$ cat config.mk
export PLATFORM = sky130hd
export DESIGN_NAME = branch_predictor
export DESIGN_NICKNAME = d
export VERILOG_FILES = /design/src/rtl/branch_predictor_pkg.sv /design/src/rtl/branch_predictor_sat_counter2.sv /design/src/rtl/branch_predictor.sv
export SDC_FILE = /design/constraint.sdc
export NUM_CORES = 2
export LEC_CHECK = 0
export CAP_MARGIN = 20
export CORE_ASPECT_RATIO = 1.25
export CORE_MARGIN = 2
export CORE_UTILIZATION = 30
export CTS_CLUSTER_SIZE = 28
export DETAILED_ROUTE_END_ITERATION = 16
export PLACE_DENSITY = 0.52
export SLEW_MARGIN = 40
export SYNTH_ARGS = -nofsm -noshare
export SYNTH_HDL_FRONTEND = slang
export SYNTH_HIERARCHICAL = 1
export SYNTH_SLANG_ARGS = --single-unit
$ cat constraint.sdc
create_clock -name i_clk -period 6.4 [get_ports i_clk]
set_clock_uncertainty 0.15 [all_clocks]
set_input_delay 1.28 -clock i_clk [delete_from_list [all_inputs] [get_ports i_clk]]
set_output_delay 1.28 -clock i_clk [all_outputs]
set_load 0.03 [all_outputs]
$ cat src/rtl/branch_predictor_pkg.sv
// Shared definitions for the branch predictor: BHT counter encodings and PC step.
package branch_predictor_pkg;

    typedef enum logic [1:0] {
        SNT = 2'b00,
        WNT = 2'b01,
        WT  = 2'b10,
        ST  = 2'b11
    } bht_state_e;

    localparam bht_state_e BHT_RESET = WNT;
    localparam int         PC_INC    = 4;

endpackage

$ cat src/rtl/branch_predictor_sat_counter2.sv
// Next-state function of a 2-bit saturating direction counter.
module sat_counter2
    import branch_predictor_pkg::*;
(
    input  bht_state_e i_cur,
    input  logic       i_taken,
    output bht_state_e o_next
);

    always_comb begin
        o_next = i_cur;
        case (i_cur)
            SNT:     o_next = i_taken ? WNT : SNT;
            WNT:     o_next = i_taken ? WT  : SNT;
            WT:      o_next = i_taken ? ST  : WNT;
            ST:      o_next = i_taken ? ST  : WT;
            default: o_next = i_cur;
        endcase
    end

endmodule

$ cat src/rtl/branch_predictor.sv
// Direct-mapped BHT/BTB branch predictor with execute-side redirect and perf counters.
module branch_predictor
    import branch_predictor_pkg::*;
#(
    parameter int XLEN  = 32,
    parameter int IDX_W = 6,
    parameter int TAG_W = XLEN - 2 - IDX_W,
    parameter int CNT_W = 32
) (
    input  logic             i_clk,
    input  logic             i_rst_n,
    input  logic [XLEN-1:0]  i_pc_f,
    output logic             o_pred_taken_f,
    output logic [XLEN-1:0]  o_pred_target_f,
    input  logic             i_valid_e,
    input  logic             i_stall_e,
    input  logic             i_branch_e,
    input  logic             i_branch_taken_e,
    input  logic [XLEN-1:0]  i_pc_e,
    input  logic [XLEN-1:0]  i_target_e,
    input  logic             i_pred_taken_e,
    input  logic [XLEN-1:0]  i_pred_target_e,
    output logic             o_mispredict_e,
    output logic [XLEN-1:0]  o_correct_pc_e,
    output logic [CNT_W-1:0] o_branch_cnt,
    output logic [CNT_W-1:0] o_mispredict_cnt
);

    localparam int DEPTH = 1 << IDX_W;

    bht_state_e       r_bht    [DEPTH];
    logic [TAG_W-1:0] r_tag    [DEPTH];
    logic [XLEN-1:0]  r_target [DEPTH];
    logic [DEPTH-1:0] r_valid;
    logic [CNT_W-1:0] r_branch_cnt;
    logic [CNT_W-1:0] r_mispredict_cnt;

    logic [IDX_W-1:0] w_idx_f;
    logic [TAG_W-1:0] w_tag_f;
    logic             w_hit_f;
    logic [IDX_W-1:0] w_idx_e;
    logic [TAG_W-1:0] w_tag_e;
    logic             w_res;
    logic             w_mispredict;
    logic             w_match_e;
    logic             w_replace_e;
    logic             w_cnt_upd_e;
    bht_state_e       w_bht_next;
    logic             w_unused;

    assign w_unused = &{1'b0, i_pc_f[1:0], i_pc_e[1:0]};

    // Fetch lookup reads pre-edge state only; there is no bypass from execute.
    assign w_idx_f         = i_pc_f[IDX_W+1:2];
    assign w_tag_f         = i_pc_f[XLEN-1:IDX_W+2];
    assign w_hit_f         = r_valid[w_idx_f] && (r_tag[w_idx_f] == w_tag_f);
    assign o_pred_taken_f  = w_hit_f && r_bht[w_idx_f][1];
    assign o_pred_target_f = o_pred_taken_f ? r_target[w_idx_f] : '0;

    assign w_res        = i_valid_e && i_branch_e && !i_stall_e;
    assign w_mispredict = w_res && ((i_branch_taken_e != i_pred_taken_e) ||
                                    (i_branch_taken_e && (i_pred_target_e != i_target_e)));
    assign o_mispredict_e = w_mispredict;
    assign o_correct_pc_e = !w_mispredict  ? '0 :
                            i_branch_taken_e ? i_target_e :
                                               i_pc_e + XLEN'(PC_INC);

    assign w_idx_e     = i_pc_e[IDX_W+1:2];
    assign w_tag_e     = i_pc_e[XLEN-1:IDX_W+2];
    assign w_match_e   = r_valid[w_idx_e] && (r_tag[w_idx_e] == w_tag_e);
    // A not-taken alias must not evict a live entry.
    assign w_replace_e = r_valid[w_idx_e] && !w_match_e && i_branch_taken_e;
    assign w_cnt_upd_e = w_match_e || (!r_valid[w_idx_e] && i_branch_taken_e);

    sat_counter2 u_sat_counter2 (
        .i_cur   (r_bht[w_idx_e]),
        .i_taken (i_branch_taken_e),
        .o_next  (w_bht_next)
    );

    always_ff @(posedge i_clk or negedge i_rst_n) begin
        if (!i_rst_n) begin
            r_valid          <= '0;
            r_branch_cnt     <= '0;
            r_mispredict_cnt <= '0;
            for (int i = 0; i < DEPTH; i++) begin
                r_bht[i] <= BHT_RESET;
            end
        end else if (w_res) begin
            if (i_branch_taken_e) begin
                r_valid[w_idx_e] <= 1'b1;
            end
            if (w_replace_e) begin
                r_bht[w_idx_e] <= WT;
            end else if (w_cnt_upd_e) begin
                r_bht[w_idx_e] <= w_bht_next;
            end
            if (r_branch_cnt != '1) begin
                r_branch_cnt <= r_branch_cnt + CNT_W'(1);
            end
            if (w_mispredict && (r_mispredict_cnt != '1)) begin
                r_mispredict_cnt <= r_mispredict_cnt + CNT_W'(1);
            end
        end
    end

    // Tag and target are qualified by r_valid, so they carry no reset.
    always_ff @(posedge i_clk) begin
        if (w_res && i_branch_taken_e) begin
            r_tag[w_idx_e]    <= w_tag_e;
            r_target[w_idx_e] <= i_target_e;
        end
    end

    assign o_branch_cnt     = r_branch_cnt;
    assign o_mispredict_cnt = r_mispredict_cnt;

endmodule

# Word-level counts from Yosys, hierarchy flattened
# Memory sizes are Yosys's and may differ from the RTL's.
# Cells that the tools add are included.
totals:
  reg_bits: 256
  wordCells: 145
  n_memories: 2
  output_inout_bits: 130
  ram_bits: 3584
classes:
  n_reduce_logical: 25
  n_lt_le_gt_ge: 6
  n_eq_ne: 9
  add_sub_neg: 3
  mux: 27
  bitwise_logic: 6
mem_list:
  columns: ["memory", "depth", "word_bits", "rd", "rd_clocked_by_memory_dff", "wr", "line", "rtl"]
  rows:
  - ["r_target", 64, 32, 1, 0, 1, "branch_predictor.sv:33", "logic [XLEN-1:0] r_target [DEPTH];"]
  - ["r_tag", 64, 24, 2, 0, 1, "branch_predictor.sv:32", "logic [TAG_W-1:0] r_tag [DEPTH];"]
ops:
  columns: ["operator", "n"]
  rows:
  - ["$mux W128", 2]
  - ["$bwmux W128", 1]
  - ["$or A64 B64 Y64", 2]
  - ["$mux W32", 3]
  - ["$add A32 B1 Y32 const B", 2]
  - ["$and A64 B64 Y64", 1]
  - ["$ne A32 B32 Y1 const B", 2]
  - ["$not A64 Y64", 1]
  - ["$eq A24 B24 Y1", 2]
  - ["$add A32 B3 Y32 const B", 1]
  - ["$ne A32 B32 Y1", 1]
  - ["$bmux W2 S6", 2]
  - ["$ge A7 B7 Y1 const B", 2]
  - ["$logic_and A1 B1 Y1", 14]
  - ["$lt A6 B7 Y1 const B", 2]
  - ["$mux W2", 7]
  - ["$not A6 Y7", 2]
  - ["$bmux W1 S6", 2]
  - ["$demux W2 S6", 1]
  - ["$pmux W2 S4", 1]
  - ["$reduce_and A2 Y1", 4]
  - ["$lt A7 B1 Y1 const B", 1]
  - ["$mux W1", 7]
  - ["$demux W1 S6", 1]
  - ["8 further kinds", 12]

# Longest topological paths before layout
logic_depth:
  depth_word: 9
  mapped_depth: 21
  ltp_nobuf: 11

# By module
# The synthesis kept the hierarchy.
modules_own_cells:
  columns: ["mod", "area_each_um2", "seq_area_each_um2", "n_inst", "cells_per_inst"]
  rows:
  - ["branch_predictor", 163703.3, 114109.4, 1, 8121]
  - ["sat_counter2", 26.3, 0.0, 1, 3]

# Worst setup path after synthesis
# No wires, ideal clock.
synth_timing:
  path_type: "input to output"
  start: "in i_pc_f[2]"
  end: "out o_pred_target_f[0]"
  setup_slack_ns: -0.445
  required_time_ns: 4.970
  stages: 14
  n_path_buf: 5
  arrival_ns: 5.415
  path_cell_list: "clkbuf_1 -> clkbuf_1 -> buf_1 -> buf_2 -> mux4_2 -> mux2i_1 -> a21oi_1 -> mux4_2 -> xnor2_1 -> nand4_1 -> nor3_1 -> o2111ai_1 -> clkbuf_1 -> a211oi_1"
synth_between:
  elab_chain_cells: 6
  word_cells_on_any_way: 12
synth_lines:
  columns: ["item", "line", "rtl"]
  rows:
  - ["start: declaration", "branch_predictor.sv:12", "input logic [XLEN-1:0] i_pc_f,"]
  - ["parallel branches: the longest is 5 deep, another holds $mem_v2 Z64 W24", null, null]
  - ["$mux W32 *", "branch_predictor.sv:58", "assign o_pred_target_f = o_pred_taken_f ? r_target[w_idx_f] : '0;"]
  - ["end: declaration", "branch_predictor.sv:14", "output logic [XLEN-1:0] o_pred_target_f,"]
# Every way passes the cells marked *. The select of a mux whose other input is x is not followed.

# Worst setup path after layout
layout_timing:
  start: "in i_pc_f[2]"
  end: "out o_pred_target_f[6]"
# The elaborated chain is that of the path after synthesis.

==> flow_metrics.tcl <==
set metrics [dict create \
    status "complete, but fails checks" \
    failed_checks "setup timing" \
    drtIter0Drc 15372 \
    ant_nets 0 \
    synth-edff-count 3584 \
    ir_drop_mv 0.219 \
    rows 303 \
    critPathTopFamily "buffers and inverters" \
    grt_pass1_vias 96756 \
    die_area_sq_um 552000 \
    rrSetupSlack_ns 1.59 \
    maxSlewHeadroom_pct 35.3 \
    clockBufferDepth 4 \
    hold_violations 0 \
    setup_slack_ns -0.619 \
    crit_type "input pin to output pin" \
    yosysMostFrequentCell "edfxtp_1" \
    initial_core_util_pct 30.1 \
    synthTopCellsByArea "edfxtp_1, mux4_2, dfrtp_1, mux2i_1, dfstp_2" \
    crit_chain "buf_16, buf_12, buf_6, buf_12, mux4_2, mux4_2, mux4_2, xnor2_2, buf_6, nand4_1, nor3_4, buf_6, o2111ai_4, buf_12, buf_16, a211oi_4, buf_4, buf_12" \
    slowest_delay_ns 0.51 \
    async_flop_share_pct 6.67 \
    rsz0062_at_grt "true" \
    syn_area_sq_um 164000 \
    p_total_mw 54.6 \
    cp-start-kind "input pin" \
    synth_nets 8262 \
    holdBufCountCts 0 \
    cts_sinks 3840 \
    place_ws_ns -0.980 \
    antenna_found_initial 50 \
    synth_area_per_cell_sq_um 20.2 \
    synth.distinct_cells 82 \
    dp.cells 15791 \
    grt_usage_pct 23.1 \
    die_h_um 830 \
    clock_latency_ns 1.00 \
    gp_congestion 0.919 \
    wl_mm 658 \
    vias 97256 \
    p_per_area_nw_per_um2 278 \
    worst_hold_slack_ns 0.127 \
    io_buffers 262 \
    design_area_sq_um 196000 \
    fin_crit_ns 7.02 \
    critical-path-slowest-cell "mux4_2" \
    synth_top_cell_by_area "edfxtp_1" \
    grt_pass1_wl_mm 870 \
    stdcell_count 16549 \
    cp_num_buf_inv 10 \
    yosysWarnings 6 \
    h-tree-depth 5 \
    area_growth_pct 19.9 \
    setup_viol 36 \
    ios 265 \
    fin_nets 9182 \
    power_leakage_nw 63.5 \
    grt_max_degree 134 \
    ys_ff_latch 3840 \
    worst_pin_slew_ns 0.970 \
    clk_pin_slew_ns 0.05 \
    cts_root_buf "clkbuf_16" \
    drc 0 \
    crit_fanout 8 \
    cp_common_cell "buf_12" \
    period_share_pct 110 \
    overflow 0 \
    dieWidth_um 665 \
    drive_gt1_share_pct 35.5 \
    core_sq_um 544000 \
    synth_ff_type "edfxtp_1" \
    hold_path.class "input pin to asynchronous set/reset pin" \
    synthTopCellsByCount "edfxtp_1, mux4_2, clkbuf_1" \
    dr.pass1.iters 9 \
    synthCells 8124 \
    seq_area_frac_synth_pct 69.7 \
    fmax_mhz 142 \
    routed_via_density 5.88 \
    crit_required_ns 4.97 \
    dpl_cell_area_sq_um 183000 \
    numCtsBuffers 375 \
    end_kind "output pin" \
    slew_viol_final 0 \
    synth_top_area_share_pct 65.7 \
    avgRoutedWirePerCell_um 39.8 \
    cp.arrival_ns 5.59 \
    cts_tree "done" \
    cap_violations 0 \
    dp_hpwl_mm 387 \
]
layout by cell type (no fill, tap or decap), types with 118 or more instances in the layout:
master           synthesis  layout
nand2_1                163     157
edfxtp_1              3584    3584
nor2_1                 197     128
buf_12                   0     293
mux2_2                 118     118
mux4_2                1244    1244
clkdlybuf4s50_1          0     135
a221oi_1               149     149
a22oi_1                168     168
dfrtp_1                192     192
buf_4                   29     585
a21oi_1                130     128
clkbuf_16                0     387
mux2i_1                268     268
cell type report:
class                      instances  area (sq um)
fill                           49749        348000
sequential                      3840        114000
multi-input combinational       3688         47900
timing repair buffer            1125         12900
clock buffer                     445          9850
tap                             7167          8970
clock inverter                   231          2340
antenna                           39          97.6
inverter                          14          60.1
worst register-to-register path, stage by stage, from the launching register on:
cell	delay, ns
edfxtp_1	0.38
mux2_1	0.31
a221o_1	0.30
o2bb2ai_1	0.14
a2111oi_0	0.66
buf_4	0.22
nand4b_1	0.12
xor2_1	0.17
or4_4	0.68
nor4_4	0.28
buf_4	0.23
a21oi_1	0.17
or2_2	0.38
buf_12	0.20
mux2_1	0.33
stage by stage:
| stage | TNS (ns) | util, % |
|---|---|---|
| after floorplan | -329.99 | - |
| after CTS | -14.94 | 35.9 |
| final | -17.28 | 36.1 |
| after detailed placement | -51.90 | 33.6 |
| after global routing | -17.75 | 36.1 |
| after global placement | -51.68 | 33.6 |
report_power, final:
part           switching, mW  internal (mW)
sequential            0.0756           27.5
clock                   9.91           12.7
combinational           2.61           1.72
total                   12.6           42.0
final timing paths:
check                                       from  cells after the start            endpoint
min in group i_clk              o_branch_cnt[30]                      1    o_branch_cnt[30]
worst max-delay path                   i_pc_f[2]                     18  o_pred_target_f[6]
worst min-delay path                     i_rst_n                      1     o_branch_cnt[7]
max in group asynchronous                i_rst_n                      4           r_bht[61]
worst max register to register      r_tag[19][0]                     14           r_bht[11]
worst min register to register  o_branch_cnt[30]                      1    o_branch_cnt[30]
kinds of logic (layout without fill, tap and decap cells):
| family | Yosys count | in the layout | synth area share (%) |
|---|---|---|---|
| flip-flops | 3840 | 3840 | 69.7 |
| multiplexers | 1758 | 1758 | 20.6 |
| AO/OA/AOI/OAI | 939 | 939 | 4.22 |
| AND/OR/NAND/NOR | 822 | 822 | 2.96 |
| buffers and inverters | 596 | 1815 | 1.65 |
| XOR/XNOR | 164 | 164 | 0.877 |
| adder cells (fa/ha/maj) | 5 | 5 | 0.0367 |
| other | 0 | 39 | 0 |
registers in the layout, summed over array words and instances, names as in the netlist:
signal and flops:
r_bht 128, r_tag 1536, o_branch_cnt 32, o_mispredict_cnt 32, r_valid 64, r_target 2048
layer usage:
layer  routed length, um  part of all wire [%]  up-vias  track usage (%)
met2              310000                    47     6416             37.4
li1                    -                     -    36398                -
met1              242000                    37    52870             28.8
met5                  72                 0.011        -                0
met3               61900                   9.4     1560             4.78
met4               44300                   6.7       12             13.0
repair_timing:
action                                  in CTS  in global routing
endpoints found under the setup margin      33                 36
pin swaps                                    6                  4
gates cloned                                 3                  6
buffers inserted                            12                 21
gates resized for setup                     23                 59
(Power assumes the default switching activity.)
